[src/rtl/ps2_ascii_decoder.sv]
// PS/2 keyboard receiver: conditions the raw lines, frames Set-2 bytes and
// turns accepted make codes into single-cycle ASCII events (idle value 8'h2A).
module ps2_ascii_decoder #(
  parameter int unsigned FILTER_LEN     = 8,
  parameter int unsigned TIMEOUT_CYCLES = 10000
) (
  input  logic       clk,
  input  logic       reset,
  input  logic       ps2_clk,
  input  logic       ps2_data,
  output logic [7:0] ascii_code,
  output logic       key_valid,
  output logic       frame_err
);

  localparam int unsigned FW = $clog2(FILTER_LEN + 1);
  localparam int unsigned TW = $clog2(TIMEOUT_CYCLES + 1);
  localparam logic [7:0]  IDLE_CODE = 8'h2A;

  typedef enum logic [1:0] {
    ST_NORMAL,
    ST_EXT,
    ST_BREAK,
    ST_EXT_BREAK
  } state_t;

  logic          r_clk_s1, r_clk_s2, r_dat_s1, r_dat_s2;
  logic          r_filt;
  logic [FW-1:0] r_fcnt;
  logic          r_fall;
  logic          r_bit;
  logic          w_flip;

  logic [3:0]    r_bitcnt;
  logic [9:0]    r_shift;
  logic [TW-1:0] r_to;
  logic          r_rx_stb, r_rx_err;
  logic [7:0]    r_rx_byte;
  logic [10:0]   w_frame;
  logic          w_to_hit;

  state_t        r_state, w_state_nxt;
  logic [8:0]    r_last, w_last_nxt;
  logic          w_ev_valid;
  logic [7:0]    w_ev_ascii;
  logic [8:0]    w_map;
  logic          r_ev_valid, r_ev_err;
  logic [7:0]    r_ev_ascii;

  // Input conditioning: 2-flop synchronizers and a level filter on the clock.
  assign w_flip = (r_clk_s2 != r_filt) && (r_fcnt == FW'(FILTER_LEN - 1));

  always_ff @(posedge clk or posedge reset) begin
    if (reset) begin
      r_clk_s1 <= 1'b1;
      r_clk_s2 <= 1'b1;
      r_dat_s1 <= 1'b1;
      r_dat_s2 <= 1'b1;
      r_filt   <= 1'b1;
      r_fcnt   <= '0;
      r_fall   <= 1'b0;
      r_bit    <= 1'b1;
    end else begin
      r_clk_s1 <= ps2_clk;
      r_clk_s2 <= r_clk_s1;
      r_dat_s1 <= ps2_data;
      r_dat_s2 <= r_dat_s1;
      if (r_clk_s2 != r_filt) begin
        if (w_flip) begin
          r_filt <= r_clk_s2;
          r_fcnt <= '0;
        end else begin
          r_fcnt <= r_fcnt + FW'(1);
        end
      end else begin
        r_fcnt <= '0;
      end
      r_fall <= w_flip & r_filt;
      if (w_flip & r_filt) r_bit <= r_dat_s2;
    end
  end

  // Frame layout once the stop bit arrives: [0] start, [8:1] data, [9] parity, [10] stop.
  assign w_frame  = {r_bit, r_shift};
  assign w_to_hit = (r_to == TW'(TIMEOUT_CYCLES)) && !r_fall;

  always_ff @(posedge clk or posedge reset) begin
    if (reset) begin
      r_bitcnt  <= '0;
      r_shift   <= '0;
      r_to      <= '0;
      r_rx_stb  <= 1'b0;
      r_rx_err  <= 1'b0;
      r_rx_byte <= '0;
    end else begin
      r_rx_stb <= 1'b0;
      r_rx_err <= 1'b0;
      if (r_fall) begin
        r_to <= '0;
        if (r_bitcnt == 4'd10) begin
          r_bitcnt <= '0;
          if (!w_frame[0] && w_frame[10] && (^w_frame[9:1])) begin
            r_rx_stb  <= 1'b1;
            r_rx_byte <= w_frame[8:1];
          end else begin
            r_rx_err <= 1'b1;
          end
        end else begin
          r_shift  <= {r_bit, r_shift[9:1]};
          r_bitcnt <= r_bitcnt + 4'd1;
        end
      end else if (w_to_hit) begin
        r_bitcnt <= '0;
        r_to     <= '0;
      end else if (r_bitcnt != 4'd0) begin
        r_to <= r_to + TW'(1);
      end
    end
  end

  // Make-code map: {hit, ascii}.
  always_comb begin
    w_map = {1'b0, IDLE_CODE};
    if (r_state == ST_EXT) begin
      if (r_rx_byte == 8'h5A) w_map = {1'b1, 8'h0D};
    end else begin
      case (r_rx_byte)
        8'h45: w_map = {1'b1, 8'h30};
        8'h16: w_map = {1'b1, 8'h31};
        8'h1E: w_map = {1'b1, 8'h32};
        8'h26: w_map = {1'b1, 8'h33};
        8'h25: w_map = {1'b1, 8'h34};
        8'h2E: w_map = {1'b1, 8'h35};
        8'h36: w_map = {1'b1, 8'h36};
        8'h3D: w_map = {1'b1, 8'h37};
        8'h3E: w_map = {1'b1, 8'h38};
        8'h46: w_map = {1'b1, 8'h39};
        8'h32: w_map = {1'b1, 8'h62};
        8'h21: w_map = {1'b1, 8'h63};
        8'h1D: w_map = {1'b1, 8'h77};
        8'h2C: w_map = {1'b1, 8'h74};
        8'h15: w_map = {1'b1, 8'h71};
        8'h5A: w_map = {1'b1, 8'h0D};
        8'h66: w_map = {1'b1, 8'h08};
        default: w_map = {1'b0, IDLE_CODE};
      endcase
    end
  end

  always_comb begin
    w_state_nxt = r_state;
    w_last_nxt  = r_last;
    w_ev_valid  = 1'b0;
    w_ev_ascii  = IDLE_CODE;
    if (r_rx_err || w_to_hit) begin
      w_state_nxt = ST_NORMAL;
      w_last_nxt  = '0;
    end else if (r_rx_stb) begin
      case (r_state)
        ST_NORMAL, ST_EXT: begin
          w_state_nxt = ST_NORMAL;
          if (r_rx_byte == 8'hF0) begin
            w_state_nxt = (r_state == ST_EXT) ? ST_EXT_BREAK : ST_BREAK;
          end else if (r_rx_byte == 8'hE0 && r_state == ST_NORMAL) begin
            w_state_nxt = ST_EXT;
          end else if (w_map[8] && ({r_state == ST_EXT, r_rx_byte} != r_last)) begin
            w_ev_valid = 1'b1;
            w_ev_ascii = w_map[7:0];
            w_last_nxt = {r_state == ST_EXT, r_rx_byte};
          end
        end
        ST_BREAK, ST_EXT_BREAK: begin
          w_state_nxt = ST_NORMAL;
          if ({r_state == ST_EXT_BREAK, r_rx_byte} == r_last) w_last_nxt = '0;
        end
        default: w_state_nxt = ST_NORMAL;
      endcase
    end
  end

  // Decoder result is staged once more so every event shares one latency.
  always_ff @(posedge clk or posedge reset) begin
    if (reset) begin
      r_state    <= ST_NORMAL;
      r_last     <= '0;
      r_ev_valid <= 1'b0;
      r_ev_ascii <= IDLE_CODE;
      r_ev_err   <= 1'b0;
      ascii_code <= IDLE_CODE;
      key_valid  <= 1'b0;
      frame_err  <= 1'b0;
    end else begin
      r_state    <= w_state_nxt;
      r_last     <= w_last_nxt;
      r_ev_valid <= w_ev_valid;
      r_ev_ascii <= w_ev_ascii;
      r_ev_err   <= r_rx_err;
      ascii_code <= r_ev_ascii;
      key_valid  <= r_ev_valid;
      frame_err  <= r_ev_err | w_to_hit;
    end
  end

endmodule

[config.mk]
export PLATFORM = sky130hd
export DESIGN_NAME = ps2_ascii_decoder
export DESIGN_NICKNAME = d
export VERILOG_FILES = /design/src/rtl/ps2_ascii_decoder.sv
export SDC_FILE = /design/constraint.sdc
export NUM_CORES = 1
export LEC_CHECK = 0
export BUFFER_PORTS_ARGS = -buffer_cell sky130_fd_sc_hd__buf_2
export CORE_MARGIN = 8
export CORE_UTILIZATION = 45
export DETAILED_ROUTE_END_ITERATION = 8
export RECOVER_POWER = 50
export SYNTH_ARGS = -nofsm -noshare
export SYNTH_HDL_FRONTEND = slang
export SYNTH_SLANG_ARGS = --single-unit
export TNS_END_PERCENT = 100
[constraint.sdc]
create_clock -name clk -period 2.3 [get_ports clk]
set_input_delay 0.46 -clock clk [delete_from_list [all_inputs] [get_ports clk]]
set_output_delay 0.46 -clock clk [all_outputs]
set_load 0.02 [all_outputs]
==> results.md <==
- The largest fanout on the critical path is 5.
- The layout cell share with drive strength beyond 1 is 29.6%.
- The CTS sink count is slightly below 80.
- The utilization after layout is about 53%.
- The kind of critical path is reg2reg.
- Ranked by instance count, the synthesized netlist is headed by 66 x sky130_fd_sc_hd__dfrtp_1, 32 x sky130_fd_sc_hd__nor2_1, 23 x sky130_fd_sc_hd__xnor2_1, 20 x sky130_fd_sc_hd__mux2_2, 20 x sky130_fd_sc_hd__nand2_1.
- The master cell of the clock root buffer is sky130_fd_sc_hd__clkbuf_8.
- The maximum buffer depth of the clock tree is 2.
- Data on the critical path is required at its endpoint by around 2500 ps.
- Summed over all failing endpoints, the final setup total negative slack is 0 ps.
- The area fraction in and, or, nand and nor cells after synthesis is around 20%.
- The half-perimeter wire length of the detailed placement result is 5.37 mm.
- The starting density of the core is around 45%.
- The flow ran to the end, and the final reports show no timing, DRC or antenna violations.
- Based on the critical path, the design can be clocked at up to between 400 and 500 MHz.
- Summing all multi-input logic gate instances after layout gives 1750 um^2.
- The normalized max-slew margin is about a third.
- The number of filler cells placed in the layout is 786.
- The average detailed-routed wire length per instance is about 14 um.
- The I/O pin total is 14.
- Across every metal layer, demand over resource in global routing totals a little over an eighth.
- The total design power is 2.49 mW.
- The total via count after detailed routing is about 2,700.
- The cell with the largest stage delay on the worst path is sky130_fd_sc_hd__or4_1.
- The floorplan step defined a core boundary enclosing 8510 um^2.
- The initial antenna violation count is 0.
- The number of max-capacitance violations reported is 0.
- The gate family responsible for the most delay along the worst path is simple AND/OR/NAND/NOR gates.
- In the finished design, the share of the clock period the worst path needs comes to a little over nine tenths.
- The dominant cell by count in the synthesized netlist is sky130_fd_sc_hd__dfrtp_1.
- Counting both buffers and inverters, the worst setup path holds a total of 2.
- The number of warning messages in the yosys log is 0.
- The final max-slew violation count was 0.
- The switching part of the total is between 20% and 30%.
- VDD sags by at most 312 uV.
- The post-detailed-route DRC marker count is 0.
- Synthesis produced a netlist with a net count of about 360.
- The area growth from synthesis to layout is 15.9%.
- Before antenna repair, the detailed router went through 4 iterations.
- The detailed router finished its first iteration with 94 violations.
- The final estimated routing congestion in global placement is 0.835.
- The number of hold buffers added after CTS was 0.
- The number of synthesized flops with an enable pin is 0.
- The total CTS buffers is 9.
- The worst setup path is captured at a flip-flop.
- The internal power is 1.93 mW.
- The first global-routing pass estimated 12.2 mm of wire.
- The clock network burns between 30% and 40% of the power.
- The share of the synthesized area in the top cell type is between 40% and 50%.
- Summing the areas of all xor and xnor instances in the mapped netlist gives around 7.9% of the synthesized area.
- Per report_power, the combinational group accounts for about 5.5% of the total.
- The die height is roughly 110 um.
- The synthesized design spends more area on one cell type than any other, namely sky130_fd_sc_hd__dfrtp_1.
- The maximum number of pins on one net before global-route repair is slightly above 40.
- The count of endpoints failing hold in the final timing report was 0.
- The insertion delay of the later-clocked pin in the worst-skew pair is ~330 ps.
- In this run the cell area measured after placement is about 4300 um^2.
- A synthesized cell averages ~11 um^2.
- At the pin with the least slew margin, the transition time is 972 ps.
- The cell count after synthesis came out at 351.
- The via count of the first global-routing pass was roughly 2,500.
- The total number of nets in the final design is around 400.
- The main combinational cell family by area after synthesis is simple AND/OR/NAND/NOR gates.
- Summing all flip-flop and latch instances after layout gives just under 2000 um^2.
- The leakage power of the design is a little over 2 nW.
- After clock tree synthesis, the clock-pin slew on the worst setup and hold paths is about 80 ps.
- The share of synthesized flip-flops with an asynchronous set or reset is 100%.
- The initialized floorplan defines 34 standard-cell rows.
- Of the total synthesized cell area, the portion taken by full adders, half adders and majority gates is a little under 2%.
- The path class of the tightest hold or removal check is in2reg.
- After synthesis, the share of cell area in mux cells is ~6.3%.
- The clock skew after layout is about 7 ps.
- The count of nets left with antenna violations once routing finished came out at 0.
- The worst path setup slack after routing is between 20 and 30 ps.
- The most used flip-flop cell after synthesis is sky130_fd_sc_hd__dfrtp_1.
- The number of setup violations in the final report is 0.
- The die covers around 12,000 um^2.
- The count of distinct cell types in the synthesized netlist is slightly below 60.
- The post-route standard cell area excluding fillers is 4480 um^2.
- By area the synthesized netlist is led by sky130_fd_sc_hd__dfrtp_1 43%, sky130_fd_sc_hd__dfstp_2 8.2%, sky130_fd_sc_hd__mux2_2 5.8%.
- The register bit count reported by yosys is 78.
- For this design the ratio of total power to cell area is approximately 560 nW/um^2.
- The launching element type of the critical path is a flip-flop.
- TritonCTS built the clock tree.
- The largest single stage delay on the critical path is between 400 and 500 ps.
- The part of the Yosys area used for sequential elements is around half.
- The clock tree synthesis step divided the H-tree into 3 levels.
- After synthesis the cells add up to about 3900 um^2.
- The share of power burned in registers is slightly below 60%.
- The chip width is 109 um.
- The post-synthesis compound-gate area fraction is around 8.8%.
- Data arrives at the worst endpoint at approximately 2500 ps.
- The routed design has 7.14 mm of wire.
- Port buffering added 12 buffers.
- The diode insertion count for antenna repair is 0.
- The total net switching power is between 0.5 and 0.6 mW.
- Dividing the detail-routed via count by the number of cells gives 5.19.
- After layout, the minimum clock period comes to 2270 ps.
- The global route total overflow is 0.
- Setup repair after global routing could not meet its margin everywhere.
- The signal on the critical path passes through inv_2 > ha_2 > nor4bb_1 > and4b_2 > a211oi_1 > or4_1 > o21ba_1 > buf_4 > a22o_1.
- The pre-CTS worst setup slack is between 4 and 5 ps.
[power by group through the flow]
stage | Combinational, mW | Sequential [mW] | Clock [mW]
6_report | 0.137 | 1.45 | 0.908
5_1_grt | 0.159 | 1.45 | 1.02
4_1_cts | 0.142 | 1.45 | 0.948
3_5_place_dp | 0.140 | 1.47 | 0
3_3_place_gp | 0.135 | 1.47 | 0
2_1_floorplan | 0.0997 | 1.47 | 0
[layout make-up]
class	instances	area share [%]
inverter	13	1.12
timing repair buffer	57	8.85
clock inverter	3	0.447
tap	108	3.02
sequential	78	43.9
clock buffer	13	3.55
multi-input combinational	242	39.1
[worst paths after layout]
path,start,endpoint,slack [ps],depth (start not counted)
min,ps2_clk,r_clk_s1,210,1
max in group asynchronous,reset,r_shift[1],1230,3
max reg2reg,r_to[1],r_last[1],30,9
max,r_to[1],r_last[1],30,9
min in group asynchronous,reset,r_fcnt[0],440,3
min reg2reg,r_ev_ascii[2],ascii_code[2],350,0
[per-stage QoR]
step / std cells / hold WS, ps
global placement: 496 / 332
floorplan: 351 / 331
detailed placement: 496 / 335
CTS: 512 / 197
global route: 514 / 190
finish: 514 / 215
[metal layers]
layer  vias to the layer above  global-route usage (%)  wire length, um
met5                         -                       0                0
met4                         0                    4.69               65
met3                         5                    3.25              222
met2                        27                    19.9             3190
met1                      1299                    17.5             3660
li1                       1335                       -                -
[timing repair]
action / 4_1_cts / 5_1_grt
setup endpoints to repair: 0 / 14
resized for setup: 0 / 10
buffers inserted: 0 / 2
[sequential cells by signal, summed over array words and instances, names as in the netlist]
signal	flops
r_rx_stb	1
r_rx_err	1
r_fcnt	4
r_last	9
r_bit	1
r_bitcnt	4
r_filt	1
r_ev_err	1
r_clk_s1	1
ascii_code	7
r_ev_valid	1
frame_err	1
r_dat_s2	1
r_clk_s2	1
key_valid	1
r_dat_s1	1
r_to	14
r_fall	1
r_ev_ascii	7
r_shift	10
r_state	2
r_rx_byte	8
[cell families after synthesis]
kind of cell / count (synthesis)
muxes: 22
adders and majority gates: 6
other: 1
buffers and inverters: 31
and+or+nand+nor: 131
DFF: 78
AOI/OAI and AO/OA: 47
xor gates and xnor gates: 35
[cells in the final DEF, fill, tap and decap left out, types with 6 or more instances in the layout]
master | synthesis | routed
sky130_fd_sc_hd__and3_1 | 6 | 6
sky130_fd_sc_hd__xor2_1 | 12 | 12
sky130_fd_sc_hd__dfstp_2 | 12 | 12
sky130_fd_sc_hd__buf_2 | 3 | 12
sky130_fd_sc_hd__nand2_1 | 20 | 20
sky130_fd_sc_hd__a22o_1 | 6 | 6
sky130_fd_sc_hd__xnor2_1 | 23 | 23
sky130_fd_sc_hd__nor2_1 | 32 | 32
sky130_fd_sc_hd__nor3_1 | 8 | 8
sky130_fd_sc_hd__buf_4 | 5 | 42
sky130_fd_sc_hd__o21ai_0 | 9 | 9
sky130_fd_sc_hd__nand3_1 | 10 | 10
sky130_fd_sc_hd__nor2b_1 | 6 | 6
sky130_fd_sc_hd__clkbuf_8 | 0 | 11
sky130_fd_sc_hd__a21oi_1 | 8 | 8
sky130_fd_sc_hd__nand4_1 | 8 | 8
sky130_fd_sc_hd__dfrtp_1 | 66 | 66
sky130_fd_sc_hd__mux2_2 | 20 | 20
sky130_fd_sc_hd__inv_1 | 13 | 10
(Power assumes the default switching activity.)
